`src/rtl/atm_account_arbiter.sv`:
```
// rtl/atm_account_arbiter.sv - round-robin shared-balance arbiter for ATM terminals
// Optional per-withdraw cap enabled by defining ATM_WD_LIMIT_EN.
module atm_account_arbiter #(
    parameter int                 NUM_TERM = 2,
    parameter int                 BAL_W    = 32,
    parameter logic [BAL_W-1:0]   INIT_BAL = 32'h000F4240,
    parameter int                 WD_LIMIT = 20000
) (
    input  logic                      clk,
    input  logic                      reset,
    input  logic [NUM_TERM-1:0]       req,
    input  logic [2*NUM_TERM-1:0]     op,
    input  logic [BAL_W*NUM_TERM-1:0] amount,
    output logic [NUM_TERM-1:0]       gnt,
    output logic [NUM_TERM-1:0]       done,
    output logic [1:0]                status,
    output logic [BAL_W-1:0]          balance,
    output logic                      busy
);

`ifdef ATM_WD_LIMIT_EN
    localparam bit LIMIT_EN = 1'b1;
`else
    localparam bit LIMIT_EN = 1'b0;
`endif
    localparam logic [BAL_W-1:0] WD_LIMIT_V = BAL_W'(WD_LIMIT);

    typedef enum logic [1:0] {S_IDLE, S_GRANT, S_EXEC, S_RESP} state_t;

    state_t                state_q;
    logic [1:0]            win_q;
    logic [1:0]            ptr_q;
    logic [1:0]            op_q;
    logic [BAL_W-1:0]      amt_q;
    logic [NUM_TERM-1:0]   gnt_q;
    logic [NUM_TERM-1:0]   done_q;
    logic [1:0]            status_q;
    logic [BAL_W-1:0]      bal_q;
    logic                  busy_q;

    logic                  pick_found;
    logic [1:0]            pick_idx;
    logic [NUM_TERM-1:0]   pick_oh;
    logic [1:0]            ptr_d;
    int                    cand;
    logic [1:0]            sel_op;
    logic [BAL_W-1:0]      sel_amt;
    logic [BAL_W:0]        sum_w;
    logic [1:0]            exec_status;
    logic [BAL_W-1:0]      bal_d;

    // Scan from the lowest priority upward so the highest-priority requester is written last.
    always_comb begin
        pick_found = 1'b0;
        pick_idx   = 2'd0;
        cand       = 0;
        for (int k = NUM_TERM - 1; k >= 0; k--) begin
            cand = int'(ptr_q) + k;
            if (cand >= NUM_TERM) cand = cand - NUM_TERM;
            if (req[cand]) begin
                pick_found = 1'b1;
                pick_idx   = 2'(cand);
            end
        end
        for (int i = 0; i < NUM_TERM; i++) begin
            pick_oh[i] = (pick_idx == 2'(i));
        end
        ptr_d = (pick_idx == 2'(NUM_TERM - 1)) ? 2'd0 : pick_idx + 2'd1;
    end

    always_comb begin
        sel_op  = 2'd0;
        sel_amt = '0;
        for (int i = 0; i < NUM_TERM; i++) begin
            if (win_q == 2'(i)) begin
                sel_op  = op[2*i +: 2];
                sel_amt = amount[BAL_W*i +: BAL_W];
            end
        end
    end

    assign sum_w = {1'b0, bal_q} + {1'b0, amt_q};

    always_comb begin
        exec_status = 2'b00;
        bal_d       = bal_q;
        case (op_q)
            2'b01: begin
                if (sum_w[BAL_W]) exec_status = 2'b10;
                else              bal_d       = sum_w[BAL_W-1:0];
            end
            2'b10: begin
                if (LIMIT_EN && (amt_q > WD_LIMIT_V)) exec_status = 2'b11;
                else if (amt_q > bal_q)               exec_status = 2'b01;
                else                                  bal_d       = bal_q - amt_q;
            end
            2'b11:   exec_status = 2'b11;
            default: exec_status = 2'b00;
        endcase
    end

    always_ff @(posedge clk or negedge reset) begin
        if (!reset) begin
            state_q  <= S_IDLE;
            win_q    <= 2'd0;
            ptr_q    <= 2'd0;
            op_q     <= 2'd0;
            amt_q    <= '0;
            gnt_q    <= '0;
            done_q   <= '0;
            status_q <= 2'b00;
            bal_q    <= INIT_BAL;
            busy_q   <= 1'b0;
        end else begin
            case (state_q)
                S_IDLE: begin
                    if (pick_found) begin
                        gnt_q   <= pick_oh;
                        win_q   <= pick_idx;
                        ptr_q   <= ptr_d;
                        busy_q  <= 1'b1;
                        state_q <= S_GRANT;
                    end
                end
                S_GRANT: begin
                    op_q    <= sel_op;
                    amt_q   <= sel_amt;
                    state_q <= S_EXEC;
                end
                S_EXEC: begin
                    bal_q    <= bal_d;
                    status_q <= exec_status;
                    done_q   <= gnt_q;
                    state_q  <= S_RESP;
                end
                S_RESP: begin
                    done_q  <= '0;
                    gnt_q   <= '0;
                    busy_q  <= 1'b0;
                    state_q <= S_IDLE;
                end
                default: state_q <= S_IDLE;
            endcase
        end
    end

    assign gnt     = gnt_q;
    assign done    = done_q;
    assign status  = status_q;
    assign balance = bal_q;
    assign busy    = busy_q;

endmodule

```
`config.mk`:
```
export PLATFORM = sky130hd
export DESIGN_NAME = atm_account_arbiter
export DESIGN_NICKNAME = d
export VERILOG_FILES = /design/src/rtl/atm_account_arbiter.sv
export SDC_FILE = /design/constraint.sdc
export NUM_CORES = 1
export LEC_CHECK = 0
export CORE_UTILIZATION = 35
export DETAILED_ROUTE_END_ITERATION = 10
export SKIP_CTS_REPAIR_TIMING = 1
export SLEW_MARGIN = 30
export SYNTH_ARGS = -nofsm -noshare
export SYNTH_HDL_FRONTEND = slang
export SYNTH_SLANG_ARGS = --single-unit
export TNS_END_PERCENT = 20
```
`constraint.sdc`:
```
create_clock -name clk -period 5.9 [get_ports clk]
set_clock_uncertainty 0.1 [all_clocks]
set_input_delay 1.77 -clock clk [delete_from_list [all_inputs] [get_ports clk]]
set_output_delay 1.77 -clock clk [all_outputs]
set_load 0.01 [all_outputs]
```
==> metrics.cfg <==
[outcome]
status=finished, final reports clean

[sta]
hold_viol_final=0
setup_slack_ns=1.75
finalCriticalPeriod_ns=4.15
worstMarginPinSlew_ns=0.819
setup_viol=0
final.setup.tns_ns=0
rsz0062_at_grt=false
drv_slew=0
fmax_mhz=241
relSlewSlack_pct=45.2
fin_crit_sh_pct=70.4

[synthesis]
synth_area_leader_cell=dfrtp_1
ys_seq_elements=79
synthesis.area_um2=7060
synth_common_cells=nor2_1 (81), dfrtp_1 (72), a21oi_1 (70), ha_1 (69), inv_1 (66)
synthArstFlopShare_pct=100
synth_fp_nets=985
synth_cells=842
syn_area_per_cell_um2=8.38
synth_warnings=0
ys.flop_type=dfrtp_1
synth_edf_count=0
ys_top_cells_by_area=dfrtp_1 (26%), ha_1 (12%), mux2i_1 (5.5%)
synth_cell_type_count=73
synth.most_common_cell=nor2_1
seq_area_frac_synth_pct=28.1
synth_top_cell_area_share_pct=25.5

[global_route]
grt_overflow=0
grtUsageTotal_pct=20.1
grt_pass1_vias=6347
grt_max_degree=80
grt_antenna_before_repair=0
grt_pass1_wl_mm=32.6

[setup_path]
cpMostUsedCell=a21oi_1
cp.arrival_ns=4.30
max_stage_delay_ns=0.69
cpMaxStageDelayCell=a2bb2oi_4
crit_path_cell_trace=inv_1 > fa_1 > or2_0 > a21oi_1 > a2111o_1 > a31oi_2 > o22ai_1 > a21oi_1 > nand4bb_1 > a2bb2oi_4 > buf_4 > mux2_1
cp.required_ns=6.04
worstSetupPathType=flop to flop
crit_buf_inv=2
critPathTopFamily=compound AO/OA/AOI/OAI gates
worstSetupStartpointType=flop
end_kind=flop
r2r_slack_ns=1.75
crit_fanout=22

[clock_network]
cts_made_buffers=9
cts_max_level=3
clk_pin_slew_ns=0.07
cts_tree=built
clk_path_buf_depth=2
worstSkewPairLatency_ns=0.36
clock_sink_count=79
cts-root-buf=clkbuf_16

[placed_design]
placedCellCount=1173
placed_area_um2=8320
hpwlAfterDp_mm=15.4
gp_congestion=0.909
dpl_worst_slack_ns=1.73
io_buffers=110

[final_layout]
drive_gt1_share_pct=4.98
final_cells=1189
diodes=0
fin_area_um2=8630
area_delta_synth_final_pct=22.3
fin_nets=1062

[floorplan]
fp-row-count=51
die_area_um2=20700
core_um2=19600
die_x_um=144
start_util_pct=36.0
dieHeight_um=144
io_pins=111

[min_path]
hold_class=flop to flop

[power]
ir_worst_vdd_mv=0.256
p_clk_share_pct=10.0
p_total_mw=5.87
power.density_nw_per_um2=680
seq_power_share_pct=18.1
p_leak_nw=3.69
p_sw_mw=2.97
p_sw_share_pct=50.5
combPwrFrac_pct=72.0
p_int_mw=2.90

[detailed_routing]
antenna_left=0
wl_per_cell_um=16.7
drc=0
wl_mm=19.9
drt_iter0_drc=401
firstDrtPassIters=5
viasPerCell=5.47
vias=6498

[run]
maxCapViolCount=0

## kinds of logic (layout without fill, tap and decap cells)
kind of cell	after synthesis	count (layout)	synth area share (%)
AO/OA/AOI/OAI	259	259	23.6
AND/OR/NAND/NOR	217	217	14.4
buffers and inverters	115	197	6.70
flip-flops	79	79	28.1
adder cells (fa/ha/maj)	71	71	12.8
multiplexers	71	71	10.6
XOR/XNOR	30	30	3.72
## per-layer routing
layer	part of all wire, %	wire, um	global-route usage (%)
met1	46	9130	26.4
met2	47	9370	33.1
met3	5.7	1130	4.37
met4	1.4	284	5.32
met5	0	0	0
## stage by stage
step                utilization, %  hold slack, ns
floorplan                        -           0.378
global placement              42.5           0.398
global route                  44.1           0.432
finish                        44.1           0.422
detailed placement            42.5           0.406
CTS                           44.1           0.425
## state kept, by name, summed over array words and instances (netlist names)
signal	count
amt_q	32
balance	32
done	2
gnt	2
op_q	2
ptr_q	2
state_q	2
status	2
win_q	2
busy	1
## layout by cell type, fill, tap and decap left out, types with 39 or more instances in the layout
| cell | n |
|---|---|
| ha_1 | 68 |
| mux2i_1 | 39 |
| dfrtp_1 | 71 |
| nand2_1 | 54 |
| o22ai_1 | 39 |
| clkdlybuf4s50_1 | 109 |
| a21oi_1 | 70 |
| inv_1 | 66 |
| o21ai_0 | 53 |
| nor2_1 | 81 |
## cell type report
cell class                      instances  area, um^2
Sequential cell                        79        1990
Inverter                               66         248
Clock inverter                          6        70.1
Fill cell                            1976       11000
Tap cell                              265         332
Timing Repair Buffer                  115        1140
Clock buffer                           10         239
Multi-Input combinational cell        648        4620
## worst register-to-register path, cell delays in order (launching register included)
cell       delay [ns]
dfrtp_1          0.40
inv_1            0.12
fa_1             0.44
or2_0            0.21
a21oi_1          0.27
a2111o_1         0.21
a31oi_2          0.14
o22ai_1          0.34
a21oi_1          0.12
nand4bb_1        0.30
a2bb2oi_4        0.69
buf_4            0.35
mux2_1           0.35
## power groups by stage
stage / Clock [mW] / Sequential [mW] / Combinational (mW)
finish: 0.585 / 1.06 / 4.22
global route: 0.623 / 1.11 / 4.66
CTS: 0.599 / 1.07 / 4.21
detailed placement: 0 / 1.08 / 4.19
global placement: 0 / 1.06 / 4.19
floorplan: 0 / 1.06 / 2.98
## path summary, 6_finish.rpt
| kind | start | to | cells past startpoint |
|---|---|---|---|
| hold / removal | ptr_q[1] | ptr_q[1] | 1 |
| min in group asynchronous | reset | busy | 1 |
| max in group asynchronous | reset | win_q[0] | 1 |
| setup / recovery | balance[1] | balance[7] | 12 |
| hold reg to reg | ptr_q[1] | ptr_q[1] | 1 |
| setup reg to reg | balance[1] | balance[7] | 12 |
Power figures use the tool's default switching activity.
